<file path="config.mk">
export PLATFORM = sky130hd
export DESIGN_NAME = dram_cell_fetch
export DESIGN_NICKNAME = d
export VERILOG_FILES = /design/src/rtl/dram_cell_fetch.sv
export SDC_FILE = /design/constraint.sdc
export NUM_CORES = 1
export LEC_CHECK = 0
export CAP_MARGIN = 20
export CORE_ASPECT_RATIO = 1.1
export CORE_MARGIN = 3
export CORE_UTILIZATION = 30
export DETAILED_ROUTE_END_ITERATION = 16
export DONT_BUFFER_PORTS = 1
export PLACE_DENSITY = 0.47
export SLEW_MARGIN = 5
export SYNTH_ARGS = -nofsm -noshare
export SYNTH_HDL_FRONTEND = slang
export SYNTH_SLANG_ARGS = --single-unit
</file>
<file path="constraint.sdc">
create_clock -name clk -period 5.64 [get_ports clk]
set_input_delay 0.564 -clock clk [delete_from_list [all_inputs] [get_ports clk]]
set_output_delay 0.564 -clock clk [all_outputs]
set_load 0.02 [all_outputs]
</file>
<file path="src/rtl/dram_cell_fetch.sv">
// Scan-out engine: walks a contiguous data-memory region one word per cycle,
// unpacks each word into {char, rgb} cells and buffers them for a consumer.
module dram_cell_fetch #(
   parameter logic [13:0] BASE_ADDR  = 14'h0400,
   parameter int unsigned NUM_CELLS  = 64,
   parameter int unsigned FIFO_DEPTH = 4
) (
   input  logic        clk,
   input  logic        rst,
   input  logic        start,
   output logic [13:0] mem_a,
   input  logic [31:0] mem_rd,
   output logic        cell_valid,
   input  logic        cell_ready,
   output logic [7:0]  cell_char,
   output logic [23:0] cell_rgb,
   output logic        cell_last,
   output logic        busy,
   output logic        done
);

   localparam int unsigned PTR_W  = (FIFO_DEPTH > 1) ? $clog2(FIFO_DEPTH) : 1;
   localparam int unsigned CNT_W  = PTR_W + 1;
   localparam int unsigned CELL_W = 13;
   localparam int unsigned ENT_W  = 33;

   typedef enum logic [1:0] {S_IDLE, S_FETCH, S_DRAIN} state_t;

   state_t              r_state;
   state_t              w_state_nxt;
   logic [ENT_W-1:0]    r_fifo [FIFO_DEPTH];
   logic [PTR_W-1:0]    r_wr_ptr;
   logic [PTR_W-1:0]    r_rd_ptr;
   logic [CNT_W-1:0]    r_count;
   logic [CELL_W-1:0]   r_cell_cnt;
   logic [13:0]         r_mem_a;
   logic                r_busy;
   logic                r_done;
   logic                w_push;
   logic                w_pop;
   logic                w_last;
   logic                w_done_nxt;
   logic [ENT_W-1:0]    w_head;

   assign w_last = (r_cell_cnt == CELL_W'(NUM_CELLS - 1));
   assign w_pop  = (r_count != '0) && cell_ready;
   assign w_head = r_fifo[r_rd_ptr];

   // Next-state and push decision; fullness is taken from the registered count only
   always_comb begin
      w_state_nxt = r_state;
      w_push      = 1'b0;
      w_done_nxt  = 1'b0;
      case (r_state)
         S_IDLE: begin
            if (start) w_state_nxt = S_FETCH;
         end
         S_FETCH: begin
            w_push = (r_count < CNT_W'(FIFO_DEPTH));
            if (w_push && w_last) w_state_nxt = S_DRAIN;
         end
         S_DRAIN: begin
            if (r_count == '0) begin
               w_state_nxt = S_IDLE;
               w_done_nxt  = 1'b1;
            end
         end
         default: w_state_nxt = S_IDLE;
      endcase
   end

   always_ff @(posedge clk or posedge rst) begin
      if (rst) begin
         r_state <= S_IDLE;
         r_busy  <= 1'b0;
         r_done  <= 1'b0;
      end else begin
         r_state <= w_state_nxt;
         r_busy  <= (w_state_nxt != S_IDLE);
         r_done  <= w_done_nxt;
      end
   end

   // Address and cell counter re-arm whenever the engine is (or returns to) idle
   always_ff @(posedge clk or posedge rst) begin
      if (rst) begin
         r_mem_a    <= BASE_ADDR;
         r_cell_cnt <= '0;
      end else if (w_state_nxt == S_IDLE) begin
         r_mem_a    <= BASE_ADDR;
         r_cell_cnt <= '0;
      end else if (w_push) begin
         r_mem_a    <= r_mem_a + 14'd4;
         r_cell_cnt <= r_cell_cnt + CELL_W'(1);
      end
   end

   always_ff @(posedge clk or posedge rst) begin
      if (rst) begin
         r_wr_ptr <= '0;
         r_rd_ptr <= '0;
         r_count  <= '0;
         for (int i = 0; i < int'(FIFO_DEPTH); i++) r_fifo[i] <= '0;
      end else begin
         if (w_push) begin
            r_fifo[r_wr_ptr] <= {w_last, mem_rd};
            r_wr_ptr         <= r_wr_ptr + PTR_W'(1);
         end
         if (w_pop) r_rd_ptr <= r_rd_ptr + PTR_W'(1);
         case ({w_push, w_pop})
            2'b10:   r_count <= r_count + CNT_W'(1);
            2'b01:   r_count <= r_count - CNT_W'(1);
            default: r_count <= r_count;
         endcase
      end
   end

   assign mem_a      = r_mem_a;
   assign cell_valid = (r_count != '0);
   assign cell_char  = w_head[7:0];
   assign cell_rgb   = w_head[31:8];
   assign cell_last  = w_head[32];
   assign busy       = r_busy;
   assign done       = r_done;

endmodule

</file>
==> flow_summary_export.csv, run 1 <==
group,metric,value,unit
synthesis,synth.yosys.seq_area_share,56.6,%
detailed_routing,vias,4344,
detailed_routing,routed_via_density,4.92,
power,power.density,661,nW/um^2
detailed_routing,met2WireLength,8.63,mm
timing,slew_headroom,28.7,%
worst_setup_path,start_kind,"flop",
placement,portBuffers,0,
timing,timing.hold.ws,0.246,ns
timing,slew_viol_final,0,
synthesis,yosys_warnings,0,
synthesis,synth_top_area_share,56.2,%
detailed_routing,drt-initial-drc-count,205,
clock_tree,clockBufferDepth,2,
synthesis,yosysTopAreaCell,"dfrtp_1",
worst_setup_path,cp.required,5.08,ns
floorplanning,die-area,26700,um^2
clock_tree,cts-htree-levels,4,
synthesis,ys_ff_latch,168,
floorplanning,die_h,171,um
job,cap_viol_max_count,0,
clock_tree,ctsHoldBuffers,0,
detailed_routing,drc,0,
global_routing,antenna_found_initial,0,
global_routing,grt_pass1_vias,4664,
timing,final.setup.tns,0,ns
timing,layout_min_cycle_time,2.65,ns
timing,fin_skew,0.0104,ns
layout,diodes,0,
clock_tree,tritoncts,"yes",
timing,setup-violations-final,0,
floorplanning,die_w,156,um
layout,layout-drive-gt1-share,29.8,%
global_routing,grt_usage,12.9,%
layout,finish.utilization,34.9,%
floorplanning,row_count,59,
worst_setup_path,startpoint,"r_rd_ptr[0]",
clock_tree,cts_setup_buffers,0,
power,ir_worst_vdd,0.000266,V
detailed_routing,wirelength,16.5,mm
layout,layout_commonest_cell,"dfrtp_1",
timing,hold_violations,0,
detailed_routing,wl_per_cell,18.7,um
clock_tree,cts_buffers,17,
placement,hpwl,9.90,mm
clock_tree,cts_resized,0,
worst_setup_path,cp_max_fo,35,
clock_tree,clk_pin_slew,0.07,ns
clock_tree,root_buffer,"clkbuf_16",
status,status,"finished, final reports clean",
timing,worstMarginPinSlew,1.07,ns
global_routing,grt_pass1_wl,26.2,mm
placement,preCtsSetupSlack,2.96,ns
worst_setup_path,r2r_cells,3,
layout,area_growth,12.6,%
synthesis,synth_cell_types,33,
power,total_power,0.00553,W
timing,rsz0062_at_grt,"no",
floorplanning,coreArea,24000,um^2
synthesis,syn_area_per_cell,12.9,um^2
detailed_routing,wl_met1,6.73,mm
detailed_routing,antenna_left,0,
timing,fin_crit_sh,47.0,%
timing,max_freq,377,MHz
layout,layout.nets,610,
synthesis,synthesis.area,7430,um^2
worst_setup_path,path_class,"flop to output pin",
clock_tree,insertion_delay,0.42,ns
worst_setup_path,r2r_slack,2.99,ns
worst_setup_path,crit_arrival,2.09,ns
worst_setup_path,rr_startpoint,"r_count[2]",
detailed_routing,met3_length,947,um
synthesis,syn_inst,574,
worst_hold_path,hold_class,"primary input to flop",
worst_setup_path,cp-endpoint,"cell_rgb[16]",
layout,final_cell_mix,"165 x dfrtp_1, 114 x nand2_1, 96 x mux2_2",
power,p_leak,3.53,nW
clock_tree,clock_sinks,168,
detailed_routing,highest_layer,"met4",
synthesis,yosys-top-cells-area,"dfrtp_1 56%, mux2_2 15%, mux4_2 10%",
worst_setup_path,cp-end-kind,"output pin",
detailed_routing,drt_pass1_iterations,4,
floorplanning,pin_count,86,
placement,place_congestion,0.725,
floorplanning,start_util,31.0,%
worst_setup_path,reg2reg_to,"r_fifo[51]",
global_routing,grt_overflow,0,
global_routing,grt_max_degree,109,
timing,worst_slack,2.99,ns
[worst min-delay path by stage]
stage | startpoint | endpoint | slack [ns] | cells past startpoint
floorplan | r_fifo[0] | r_fifo[0] | 0.44 | 2
global placement | r_fifo[31] | r_fifo[31] | 0.45 | 2
detailed placement | r_fifo[26] | r_fifo[26] | 0.46 | 2
CTS | mem_rd[29] | r_fifo[29] | 0.22 | 2
global route | mem_rd[13] | r_fifo[13] | 0.23 | 2
finish | mem_rd[29] | r_fifo[29] | 0.25 | 2
[area by class of cell]
type	count	area, um^2
sequential	168	4210
clock buffer	25	505
clock inverter	6	113
timing repair buffer	4	52.6
multi-input combinational	364	3070
fill	2322	15600
inverter	11	46.3
tap	305	382
[routing by layer]
metal	vias to the layer above	track usage, %
met5	-	0
met4	0	4.07
met3	16	4.15
met2	98	22.2
met1	2274	15.3
li1	1956	-
[Yosys cell counts]
library cell / count
dfrtp_1: 167
nand4_1: 8
nand2b_1: 1
nor4_1: 10
o21ba_2: 1
nand3b_1: 1
o21ai_0: 6
and2_1: 2
nor2_1: 26
or3_1: 1
nor3_1: 7
buf_1: 1
mux4_2: 33
mux2_2: 96
inv_2: 1
o21bai_1: 1
nand2_1: 118
nor3b_1: 1
a21oi_1: 2
conb_1: 1
xnor2_1: 22
ha_1: 7
nand3_1: 8
dfstp_2: 1
inv_1: 10
buf_4: 2
mux2i_1: 1
xor2_1: 7
clkbuf_1: 23
buf_2: 6
nor3b_4: 1
fa_1: 1
and2_0: 1
[power by group]
part,switching [W],internal [W]
registers,0.000434,0.00178
clock network,0.000459,0.000754
logic,0.00112,0.000989
[sequential cells by signal, indices dropped and copies added, names as in the netlist]
register    cells
r_state         2
mem_a          12
r_rd_ptr        2
r_count         3
done            1
r_cell_cnt     13
busy            1
r_fifo        132
r_wr_ptr        2
[worst max-delay path: stages (launching register included)]
cell	delay (ns)
dfrtp_2	0.34
buf_4	0.60
mux4_2	0.71
[metrics by stage]
step,instances,area (um^2)
2_1_floorplan,575,7440
3_3_place_gp,850,7720
3_5_place_dp,850,7720
4_1_cts,881,8330
5_1_grt,883,8370
6_report,883,8370
[cells by family (layout without fill, tap and decap cells)]
kind of cell | after synthesis | count (layout) | share of synthesized area, %
compound gates | 10 | 10 | 0.774
simple gates | 185 | 185 | 10.7
xor+xnor | 29 | 29 | 3.42
buf+inv | 43 | 46 | 2.37
fa+ha+maj | 8 | 8 | 1.45
other cells | 1 | 2 | 0.0505
flops | 168 | 168 | 56.6
mux | 130 | 130 | 24.7
Power figures use the tool's default switching activity.
==> run 2: changes to the inputs <==
==> constraint.sdc (replaced) <==
create_clock -name clk -period 2.6 [get_ports clk]
set_input_delay 0.26 -clock clk [delete_from_list [all_inputs] [get_ports clk]]
set_output_delay 0.26 -clock clk [all_outputs]
set_load 0.02 [all_outputs]
==> flow_summary_export.csv, run 2 (same netlist as run 1, synthesis figures left out) <==
group,metric,value,unit
status,status,"finished, final reports clean",
worst_hold_path,hold_class,"primary input to flop",
detailed_routing,vias,4571,
placement,hpwl,11.1,mm
floorplanning,die-area,26700,um^2
placement,placed_area,7950,um^2
timing,hold_violations,0,
timing,max_freq,453,MHz
worst_setup_path,crit_arrival,1.95,ns
layout,finish.utilization,37.1,%
global_routing,grt_max_degree,43,
clock_tree,ctsHoldBuffers,33,
clock_tree,clockBufferDepth,2,
layout,layout.nets,659,
placement,portBuffers,0,
timing,fin_skew,0.00871,ns
timing,worstMarginPinSlew,0.648,ns
clock_tree,tritoncts,"yes",
power,p_leak,3.77,nW
power,ir_worst_vdd,0.000466,V
power,total_power,0.0124,W
detailed_routing,wirelength,17.6,mm
clock_tree,clk_pin_slew,0.07,ns
floorplanning,coreArea,24000,um^2
detailed_routing,drt-initial-drc-count,176,
layout,fin_area,8900,um^2
clock_tree,cts_setup_buffers,0,
power,power.density,1390,nW/um^2
layout,layout_commonest_cell,"dfrtp_1",
global_routing,grt_usage,13.7,%
timing,worst_slack,0.392,ns
placement,preCtsSetupSlack,0.466,ns
worst_setup_path,cp.required,2.34,ns
clock_tree,cts_buffers,17,
timing,slew_viol_final,0,
clock_tree,cts-htree-levels,4,
detailed_routing,wl_per_cell,18.8,um
layout,top_register,"r_fifo",
worst_setup_path,start_kind,"flop",
detailed_routing,routed_via_density,4.90,
floorplanning,start_util,31.0,%
clock_tree,insertion_delay,0.42,ns
layout,layout-drive-gt1-share,30.7,%
layout,area_growth,19.8,%
job,cap_viol_max_count,0,
clock_tree,cts_resized,0,
layout,largest_register_ffs,132,
timing,layout_min_cycle_time,2.21,ns
layout,fillers,2293,
layout,diodes,0,
worst_setup_path,cp_max_fo,29,
placement,place_congestion,0.741,
timing,rsz0062_at_grt,"no",
worst_setup_path,cp-end-kind,"output pin",
timing,final.setup.tns,0,ns
timing,slew_headroom,56.7,%
global_routing,antenna_found_initial,0,
floorplanning,die_w,156,um
floorplanning,pin_count,86,
detailed_routing,drt_pass1_iterations,4,
global_routing,grt_overflow,0,
clock_tree,root_buffer,"clkbuf_16",
detailed_routing,drc,0,
detailed_routing,antenna_left,0,
layout,final_cell_mix,"165 x dfrtp_1, 114 x nand2_1, 96 x mux2_2",
worst_setup_path,path_class,"flop to output pin",
global_routing,grt_pass1_vias,5063,
clock_tree,clock_sinks,168,
global_routing,grt_pass1_wl,28.0,mm
timing,setup-violations-final,0,
floorplanning,row_count,59,
timing,fin_crit_sh,84.9,%
floorplanning,die_h,171,um
## run 2: cell types whose count changed in the layout (fill, tap and decap cells not counted)
| cell | before | now |
|---|---|---|
| clkbuf_1 | 3 | 0 |
| dlygate4sd3_1 | 1 | 33 |
| clkinvlp_4 | 3 | 5 |
| buf_16 | 1 | 0 |
| buf_4 | 2 | 12 |
| inv_8 | 0 | 1 |
| buf_12 | 0 | 8 |
| inv_6 | 1 | 6 |
| clkbuf_8 | 5 | 1 |
## run 2: where the power goes
| group | internal, W | total (W) | switching [W] | leakage [nW] |
|---|---|---|---|---|
| Combinational | 0.00234 | 0.00489 | 0.00255 | 1.47 |
| Clock | 0.00157 | 0.00270 | 0.00114 | 0.293 |
| Sequential | 0.00386 | 0.00478 | 0.000926 | 2.00 |
| Total | 0.00776 | 0.0124 | 0.00461 | 3.77 |
## run 2: layout make-up
type | count | area [um^2] | share of cell area (%)
repair buffers | 53 | 581 | 6.52
multi-input cells | 364 | 3070 | 34.4
flip-flops and latches | 168 | 4210 | 47.3
well taps | 305 | 382 | 4.29
clock inverters | 14 | 184 | 2.07
clock buffers | 18 | 439 | 4.93
inverters | 11 | 45.0 | 0.506
## run 2: worst max-delay path, stage by stage, from the launching register on
cell,delay (ns)
dfrtp_2,0.53
buf_12,0.32
mux4_2,0.66
## run 2: final timing paths
kind | slack, ns | cells past startpoint | end | start
setup / recovery | 0.39 | 2 | cell_rgb[23] | r_rd_ptr[0]
hold / removal | 0.12 | 2 | r_rd_ptr[0] | cell_ready
setup reg to reg | 0.46 | 8 | r_count[2] | r_count[0]
hold reg to reg | 0.48 | 2 | r_fifo[1] | r_fifo[1]
max in group asynchronous | 1.41 | 3 | r_fifo[110] | rst
min in group asynchronous | 0.41 | 2 | r_fifo[101] | rst
## run 2: per-layer routing
metal  share of wire, %  routed length [um]  GRT usage (%)  vias up
met5                  0                   0              0        -
met3                4.2                 741           3.29       17
li1                   -                   -              -     2083
met1                 41                7260           16.1     2378
met2                 53                9350           24.5       93
met4                1.3                 225           4.34        0
## run 2: per-stage QoR
| step | hold slack, ns | instances |
|---|---|---|
| after floorplan | 0.365 | 575 |
| after global placement | 0.251 | 868 |
| after detailed placement | 0.259 | 868 |
| after CTS | 0.0966 | 933 |
| after global routing | 0.136 | 933 |
| final | 0.121 | 933 |
